[config.mk]
export PLATFORM = sky130hd
export DESIGN_NAME = alu_arbiter
export DESIGN_NICKNAME = d
export VERILOG_FILES = /design/src/rtl/alu_pkg.sv /design/src/rtl/ALU.sv /design/src/rtl/alu_arbiter.sv
export SDC_FILE = /design/constraint.sdc
export NUM_CORES = 1
export LEC_CHECK = 0
export ABC_AREA = 1
export CAP_MARGIN = 15
export CORE_MARGIN = 4
export CORE_UTILIZATION = 46
export DETAILED_ROUTE_END_ITERATION = 12
export GPL_TIMING_DRIVEN = 0
export PLACE_DENSITY = 0.77
export RECOVER_POWER = 25
export SYNTH_ARGS = -nofsm -noshare
export SYNTH_HDL_FRONTEND = slang
export SYNTH_SLANG_ARGS = --single-unit
[constraint.sdc]
create_clock -name clk -period 4.4 [get_ports clk]
set_input_delay 0.44 -clock clk [delete_from_list [all_inputs] [get_ports clk]]
set_output_delay 0.44 -clock clk [all_outputs]
set_load 0.03 [all_outputs]
[src/rtl/alu_pkg.sv]
// Shared definitions for the ALU and the two-requester ALU arbiter:
// data width, opcode encodings and the output-register state type.
package alu_pkg;

    // Datapath width of the shared ALU
    localparam int ALU_W = 32;

    // Increment/decrement step, sized to the datapath
    localparam logic [ALU_W-1:0] ALU_ONE = 1;

    // Opcode encodings understood by the ALU
    localparam logic [2:0] OP_PASSA = 3'b000;
    localparam logic [2:0] OP_ADD   = 3'b001;
    localparam logic [2:0] OP_SUB   = 3'b010;
    localparam logic [2:0] OP_AND   = 3'b011;
    localparam logic [2:0] OP_OR    = 3'b100;
    localparam logic [2:0] OP_INC   = 3'b101;
    localparam logic [2:0] OP_DEC   = 3'b110;
    localparam logic [2:0] OP_PASSB = 3'b111;

    // Output register occupancy: EMPTY holds nothing, FULL holds one result
    typedef enum logic {
        EMPTY = 1'b0,
        FULL  = 1'b1
    } state_t;

endpackage

[src/rtl/ALU.sv]
// Purely combinational 32-bit, 8-function ALU. Arithmetic wraps modulo
// 2^ALU_W and no carry or overflow information is produced.
module ALU
    import alu_pkg::*;
(
    input  logic [2:0]       Op_code,
    input  logic [ALU_W-1:0] A,
    input  logic [ALU_W-1:0] B,
    output logic [ALU_W-1:0] Y
);

    // Select the function result for the current opcode
    always_comb begin
        Y = A;
        case (Op_code)
            OP_PASSA: Y = A;
            OP_ADD:   Y = A + B;
            OP_SUB:   Y = A - B;
            OP_AND:   Y = A & B;
            OP_OR:    Y = A | B;
            OP_INC:   Y = A + ALU_ONE;
            OP_DEC:   Y = A - ALU_ONE;
            OP_PASSB: Y = B;
            default:  Y = A;
        endcase
    end

endmodule

[src/rtl/alu_arbiter.sv]
// Shares one ALU between two valid/ready requesters. A round-robin pointer
// breaks ties, the winning operation is computed in the same cycle and
// captured in a one-deep output register tagged with the requester id.
// Per-requester grant counters wrap silently and exist for debug only.
module alu_arbiter
    import alu_pkg::*;
#(
    parameter int CNT_W   = 16,
    parameter int RR_INIT = 0
) (
    input  logic             clk,
    input  logic             rst,

    input  logic             req0_valid,
    output logic             req0_ready,
    input  logic [2:0]       req0_op,
    input  logic [ALU_W-1:0] req0_a,
    input  logic [ALU_W-1:0] req0_b,

    input  logic             req1_valid,
    output logic             req1_ready,
    input  logic [2:0]       req1_op,
    input  logic [ALU_W-1:0] req1_a,
    input  logic [ALU_W-1:0] req1_b,

    output logic             rsp_valid,
    input  logic             rsp_ready,
    output logic             rsp_id,
    output logic [ALU_W-1:0] rsp_y,

    output logic [CNT_W-1:0] grant_cnt0,
    output logic [CNT_W-1:0] grant_cnt1
);

    localparam logic [CNT_W-1:0] CNT_ONE = {{(CNT_W-1){1'b0}}, 1'b1};

    state_t           r_state;
    state_t           w_nextState;

    logic             r_rr;
    logic             r_rspId;
    logic [ALU_W-1:0] r_rspY;
    logic [CNT_W-1:0] r_grantCnt0;
    logic [CNT_W-1:0] r_grantCnt1;

    logic             w_canAccept;
    logic             w_anyValid;
    logic             w_grantId;
    logic             w_accept;

    logic [2:0]       w_aluOp;
    logic [ALU_W-1:0] w_aluA;
    logic [ALU_W-1:0] w_aluB;
    logic [ALU_W-1:0] w_aluY;

    // Output-register state: a held result is dropped immediately on reset
    always_ff @(posedge clk or posedge rst) begin
        if (rst) begin
            r_state <= EMPTY;
        end else begin
            r_state <= w_nextState;
        end
    end

    // Next occupancy: fill on accept, empty on a drain with nothing new
    always_comb begin
        w_nextState = r_state;
        case (r_state)
            EMPTY: begin
                if (w_accept) begin
                    w_nextState = FULL;
                end
            end
            FULL: begin
                if (w_accept) begin
                    w_nextState = FULL;
                end else if (rsp_ready) begin
                    w_nextState = EMPTY;
                end
            end
            default: w_nextState = EMPTY;
        endcase
    end

    // Room exists when empty or when the held result leaves this cycle
    always_comb begin
        rsp_valid   = (r_state == FULL);
        w_canAccept = (r_state == EMPTY) || rsp_ready;
    end

    // Round-robin choice: a lone requester wins, a tie goes to r_rr;
    // readies are forced low while reset is asserted
    always_comb begin
        w_anyValid = req0_valid || req1_valid;
        if (req0_valid && req1_valid) begin
            w_grantId = r_rr;
        end else begin
            w_grantId = req1_valid;
        end
        w_accept   = w_canAccept && w_anyValid && !rst;
        req0_ready = w_accept && !w_grantId;
        req1_ready = w_accept &&  w_grantId;
    end

    // Steer the granted requester's operation into the shared ALU
    always_comb begin
        if (w_grantId) begin
            w_aluOp = req1_op;
            w_aluA  = req1_a;
            w_aluB  = req1_b;
        end else begin
            w_aluOp = req0_op;
            w_aluA  = req0_a;
            w_aluB  = req0_b;
        end
    end

    ALU uAlu (
        .Op_code (w_aluOp),
        .A       (w_aluA),
        .B       (w_aluB),
        .Y       (w_aluY)
    );

    // Capture result and id on accept; otherwise they hold for the consumer
    always_ff @(posedge clk or posedge rst) begin
        if (rst) begin
            r_rspY  <= '0;
            r_rspId <= 1'b0;
        end else if (w_accept) begin
            r_rspY  <= w_aluY;
            r_rspId <= w_grantId;
        end
    end

    // Priority passes to the requester that did not win; idle cycles keep it
    always_ff @(posedge clk or posedge rst) begin
        if (rst) begin
            r_rr <= RR_INIT[0];
        end else if (w_accept) begin
            r_rr <= !w_grantId;
        end
    end

    // Count accepted operations per requester, wrapping at full scale
    always_ff @(posedge clk or posedge rst) begin
        if (rst) begin
            r_grantCnt0 <= '0;
            r_grantCnt1 <= '0;
        end else if (w_accept) begin
            if (w_grantId) begin
                r_grantCnt1 <= r_grantCnt1 + CNT_ONE;
            end else begin
                r_grantCnt0 <= r_grantCnt0 + CNT_ONE;
            end
        end
    end

    assign rsp_y      = r_rspY;
    assign rsp_id     = r_rspId;
    assign grant_cnt0 = r_grantCnt0;
    assign grant_cnt1 = r_grantCnt1;

endmodule

==> out/metrics.cfg, run 1 <==
[logic_synthesis]
yosys_warnings = 0
ys_async_sr_fraction_pct = 100
yosysUniqueCellTypes = 61
synthCells = 1186
synth_area_um2 = 7610
yosys.area.top_type = dfrtp_1
synth-edff-count = 0
synth_top_area_share_pct = 22.0
ys_ff_latch = 67
syn_nets = 1359
ys_top_cells_by_area = dfrtp_1 (22%), nand2_1 (16%), inv_1 (7.5%)
synth_area_per_cell_um2 = 6.42
yosysSeqAreaShare_pct = 22.0
synth-main-ff-cell = dfrtp_1

[final_layout]
n_fill_cell = 1489
multi_input_area_um2 = 5150
final_common_cell = nand2_1
antenna-diode-count = 0
seqCellArea_um2 = 1680
fin_cells = 1631
final_cell_mix = nand2_1 (324), clkdlybuf4s50_1 (203), inv_1 (146)
nNetsFinal = 1583
area_growth_pct = 36.9
final_core_util_pct = 64.9
drive_above_1_share_pct = 10.8

[placement]
hpwlAfterDp_um = 24000
finalWeightedCongestion = 0.983
port-buffer-count = 206
dp.cells = 1609

[clock_network]
htreeDepth = 3
cts_hold_buf = 0
cts.sinks = 67
path_clk_slew_ns = 0.06
cts_buffers = 9
clk_latency_ns = 0.36
cts_max_path_buffers = 2
tritoncts = yes
root_buffer = clkbuf_16

[detailed_routing]
drt-pass1-iter-count = 6
vias = 8958
routedWlPerCell_um = 18.4
drtIter0Drc = 850
wirelength_um = 30100
vias_per_cell = 5.49
drc = 0
postRouteAntennaNets = 0

[timing]
max-slew-margin-rel_pct = -73.3
fmax_mhz = 237
period_minus_slack_ns = 4.21
slew_viol_final = 44
finalHoldViolCount = 0
setup_viol = 0
rsz0062_at_grt = true
fin_crit_sh_pct = 95.7
tightest_slew_ns = 2.60
clock_skew_ns = 0.00882

[setup_path]
critical_path_class = reg2reg
critPathLaunch = r_rr
crit_fanout = 10
end_kind = flop
r2r_setup_slack_ns = 0.19
reg2reg_to = rsp_y[30]
required_ns = 4.69
arrival_ns = 4.50
crit_path_start_kind = flop
reg2reg_from = r_rr
rr_worst_depth = 21

[grt]
grt_usage_pct = 32.4
grt_max_degree = 44
grt_antenna_before_repair = 0
grt_overflow_total = 0
grt_first_pass_wirelength_um = 46600
grt_pass1_vias = 8577

[floorplanning]
pin_count = 207
dieWidth_um = 137
coreArea_um2 = 16100
rows = 46
die_area_um2 = 18700
start_util_pct = 47.4
die_h_um = 137

[pwr]
vdd_drop_max_v = 0.000395
p_per_area_nw_per_um2 = 409
p_leak_nw = 5.00

[run_status]
violations = capacitance limit, slew limit
status = complete, but fails checks

[worst_hold_path]
holdPathStages = 1
hold_end = grant_cnt0[15]
hold_path_class = reg2reg
hold_start = grant_cnt0[15]

[flow_run]
drv_cap = 1

==> registers in the layout, indices dropped and copies added (netlist names) <==
name	count
grant_cnt0	16
rsp_valid	1
r_rr	1
rsp_id	1
grant_cnt1	16
rsp_y	32
==> routing by layer <==
layer | wire [um] | vias to the layer above | global-route usage (%)
li1 | - | 4354 | -
met4 | 930 | 0 | 10.1
met1 | 12800 | 4056 | 43.9
met2 | 13100 | 478 | 50.7
met3 | 3240 | 70 | 8.16
met5 | 0 | - | 0
==> through the flow <==
stage / cell area [um^2] / TNS (ns) / total power, mW / setup WS, ns / hold slack (ns)
6_report: 10400 / 0 / 4.27 / 0.188 / 0.473
5_1_grt: 10400 / -0.0553 / 4.53 / -0.0261 / 0.509
4_1_cts: 10300 / 0 / 4.18 / 0.0649 / 0.440
3_5_place_dp: 9970 / -15.72 / 3.37 / -1.13 / 0.468
3_3_place_gp: 9940 / -23.54 / 3.35 / -1.15 / 0.462
2_1_floorplan: 7610 / 0 / 2.46 / 0.867 / 0.534
==> where the power goes <==
| part | switching [mW] | total, mW | internal [mW] |
|---|---|---|---|
| logic | 1.58 | 2.57 | 0.986 |
| registers | 0.131 | 0.909 | 0.779 |
| clock network | 0.342 | 0.789 | 0.447 |
| total | 2.06 | 4.27 | 2.21 |
==> repair_timing <==
item                                    in CTS  in global routing
pin swaps                                    1                  3
gates resized for setup                     19                 34
setup buffers                                2                  6
endpoints found under the setup margin      20                 17
==> worst max-delay path, cell delays in order, from the launching register on <==
cell      delay [ns]
dfrtp_1         0.33
inv_2           0.06
nand2_4         0.12
nand2_8         0.09
buf_12          0.16
buf_8           0.15
o21ai_2         0.35
buf_4           0.29
clkbuf_1        0.43
o21ai_0         0.17
o21ai_1         0.16
ha_1            0.32
nand2_1         0.18
inv_1           0.06
a21oi_1         0.13
a21boi_2        0.29
nor2_1          0.09
a211oi_2        0.25
a21oi_1         0.12
o21ai_0         0.23
nand2_1         0.08
nand2_1         0.06
==> final cells by class <==
type                       instances  share of cell area (%)
timing repair buffer             215                    20.3
multi-input combinational        919                    49.4
clock buffer                      10                    2.20
sequential                        67                    16.1
buffer                            40                    2.87
tap                              216                    2.59
clock inverter                     6                   0.708
inverter                         158                    5.78
==> logic make-up after synthesis <==
kind of cell	share of synthesized area (%)
AND/OR/NAND/NOR	34.5
AO/OA/AOI/OAI	22.1
buffers and inverters	11.6
flip-flops	22.0
XOR/XNOR	3.91
adder cells (fa/ha/maj)	5.69
multiplexers	0.263
==> cells in the mapped netlist, types with 10 or more instances <==
library cell	instances
inv_1	152
nor2_1	68
nand2_2	27
ha_1	33
clkbuf_1	20
a31oi_1	12
nand2_1	325
a21oi_1	74
or2_2	10
o211ai_1	11
a2bb2oi_1	12
nor3_1	15
xnor2_1	14
o21ai_0	110
dfrtp_1	67
nand3b_1	28
nand3_1	47
and2_1	11
xor2_1	20
==> worst max-delay path by stage <==
| stage | to | slack [ns] | cells past startpoint |
|---|---|---|---|
| after global placement | rsp_y[29] | -1.15 | 23 |
| after detailed placement | rsp_y[29] | -1.13 | 22 |
| after CTS | rsp_y[18] | 0.06 | 28 |
| after floorplan | rsp_y[29] | 0.87 | 22 |
| final | rsp_y[30] | 0.19 | 21 |
| after global routing | rsp_y[26] | -0.03 | 25 |
Note: power is estimated with default switching activity, not from simulation.
==> run 2: changes to the inputs <==
- CTS_CLUSTER_SIZE: not set -> 25
- PLACE_DENSITY: 0.77 -> 0.84
==> run 2 against run 1 <==
Against the previous run: the run now ends clean; clock-buffer cell count unchanged; clock power down 0.6%; setup slack better by 0.065 ns; cell count down 0.12%; die area unchanged; via count about the same; worst hold slack better by 0.00065 ns; critical path type unchanged; critical endpoint is now rsp_y[27]; highest routed layer unchanged.
==> out/metrics.cfg, run 2 (same netlist as run 1, synthesis figures left out) <==
[run_status]
status = complete, no violations

[pwr]
p_total_mw = 4.30  ; +0.71%
p_leak_nw = 5.01  ; +0.19%
p_per_area_nw_per_um2 = 411  ; +0.31%
vdd_drop_max_v = 0.000300  ; -24%

[floorplanning]
die_h_um = 137  ; unchanged
start_util_pct = 47.4  ; unchanged
dieWidth_um = 137  ; unchanged
rows = 46  ; unchanged
coreArea_um2 = 16100  ; unchanged
die_area_um2 = 18700  ; unchanged
pin_count = 207  ; unchanged

[placement]
finalWeightedCongestion = 0.953  ; -3.0%
place_worst_setup_slack_ns = -1.07  ; +0.0606 ns
dp.cells = 1608  ; -0.062%
hpwlAfterDp_um = 23700  ; -1.0%
port-buffer-count = 206  ; unchanged

[clock_network]
tritoncts = yes
root_buffer = clkbuf_16
cts_buffers = 9  ; unchanged
path_clk_slew_ns = 0.06  ; about the same
htreeDepth = 3  ; unchanged
cts_hold_buf = 0  ; unchanged
cts.sinks = 67  ; unchanged
cts_max_path_buffers = 2  ; unchanged
clk_latency_ns = 0.36  ; about the same

[grt]
grt_usage_pct = 32.0  ; -0.41 points
grt_pass1_vias = 8528  ; -0.57%
grt_first_pass_wirelength_um = 46000  ; -1.3%
grt_overflow_total = 0  ; unchanged
grt_antenna_before_repair = 0  ; unchanged
grt_max_degree = 69  ; +57%

[final_layout]
final_cell_mix = nand2_1 (321), clkdlybuf4s50_1 (203), inv_1 (147)
multi_input_area_um2 = 5200  ; +0.95%
drive_above_1_share_pct = 11.2  ; +0.37 points
antenna-diode-count = 0  ; unchanged
seqCellArea_um2 = 1680  ; unchanged
final_common_cell = nand2_1
n_fill_cell = 1436  ; -3.6%
area_growth_pct = 37.4
largest_reg_flops = 32  ; unchanged
fin_cells = 1629  ; -0.12%
nNetsFinal = 1581  ; -0.13%
final_core_util_pct = 65.2  ; +0.26 points

[setup_path]
critical_path_class = reg2reg
crit_fanout = 10  ; unchanged
end_kind = flop
arrival_ns = 4.42  ; -0.08 ns
required_ns = 4.68  ; about the same
crit_path_start_kind = flop

[timing]
clock_skew_ns = 0.00960  ; +0.000780 ns
holdWs_ns = 0.474  ; +0.000652 ns
finalHoldViolCount = 0  ; unchanged
max-slew-margin-rel_pct = 40.5  ; +110 points
setup_viol = 0  ; unchanged
fmax_mhz = 241  ; +1.6%
slew_viol_final = 0  ; -100%
tightest_slew_ns = 0.892  ; -1.71 ns
worst_slack_ns = 0.254  ; +0.0653 ns
rsz0062_at_grt = false
period_minus_slack_ns = 4.15  ; -0.0653 ns
fin_crit_sh_pct = 94.2  ; -1.5 points

[flow_run]
drv_cap = 0  ; -1

[detailed_routing]
drc = 0  ; unchanged
routedWlPerCell_um = 18.5  ; +0.18%
drtIter0Drc = 941  ; +11%
postRouteAntennaNets = 0  ; unchanged
vias = 8961  ; +0.033%
drt-pass1-iter-count = 8  ; +2
vias_per_cell = 5.50  ; +0.16%
wirelength_um = 30100  ; about the same

[worst_hold_path]
hold_path_class = reg2reg

run 2: cell types whose count changed in the layout (fill, tap and decap cells not counted), moves of 2 or more:
| cell | change |
|---|---|
| a21boi_1 | +2 |
| a21oi_2 | -2 |
| buf_4 | -2 |
| clkbuf_1 | -3 |
| nand2_1 | -3 |
| nand2_2 | +3 |
| o21ai_0 | -2 |
run 2: final timing paths:
path	to	startpoint	slack (ns)	cells past startpoint
worst max-delay path	rsp_y[27]	r_rr	0.25	26
worst min-delay path	grant_cnt0[15]	grant_cnt0[15]	0.47	1
worst max register to register	rsp_y[27]	r_rr	0.25	26
worst min register to register	grant_cnt0[15]	grant_cnt0[15]	0.47	1
max in group asynchronous	rsp_y[5]	rst	3.03	2
min in group asynchronous	grant_cnt0[0]	rst	0.80	2
run 2: where the power goes:
group | internal [mW] | switching [mW]
Clock | 0.447 | 0.337
Combinational | 1.00 | 1.60
Sequential | 0.779 | 0.131
run 2: final cells by class:
| type | count | area share [%] |
|---|---|---|
| Sequential cell | 67 | 16.0 |
| Multi-Input combinational cell | 919 | 49.7 |
| Tap cell | 216 | 2.58 |
| Buffer | 40 | 2.92 |
| Inverter | 158 | 5.73 |
| Clock inverter | 6 | 0.706 |
| Clock buffer | 10 | 2.19 |
| Timing Repair Buffer | 213 | 20.2 |
run 2: timing repair:
action                                  CTS  global route
resized for setup                        23            44
cloned                                    0             0
pin swaps                                 1             8
buffers inserted                          2             5
endpoints found under the setup margin   18            16
run 2: per-stage QoR:
step | area, um^2 | TNS (ns)
2_1_floorplan | 7610 | 0
3_3_place_gp | 9940 | -18.29
3_5_place_dp | 9950 | -13.42
4_1_cts | 10300 | 0
5_1_grt | 10500 | 0
6_report | 10500 | 0
run 2: layer usage:
layer / global-route usage [%] / up-vias / part of all wire [%]
met5: 0 / - / 0
met4: 9.18 / 0 / 2.1
met3: 8.71 / 45 / 12
met2: 51.3 / 479 / 45
met1: 42.3 / 4077 / 42
li1: - / 4360 / -
run 2: critical path, stage by stage (launching register included):
cell and delay, ns:
dfrtp_1 0.37, inv_1 0.14, nand2_4 0.12, nand2_8 0.12, buf_12 0.14, nand2_2 0.05, nand2_2 0.13, nand2_1 0.12
nor2_1 0.15, nand2_2 0.10, nor2_8 0.17, inv_2 0.11, nor2_2 0.14, nand2_1 0.10, o21ai_0 0.19, o21ai_0 0.12
ha_1 0.42, nand2_1 0.16, nor4_2 0.32, o21ai_0 0.13, nand3_1 0.14, nand2_1 0.08, nand2_2 0.13, nand2_1 0.09
nand3b_1 0.09, nand3_1 0.09, a2bb2oi_1 0.13
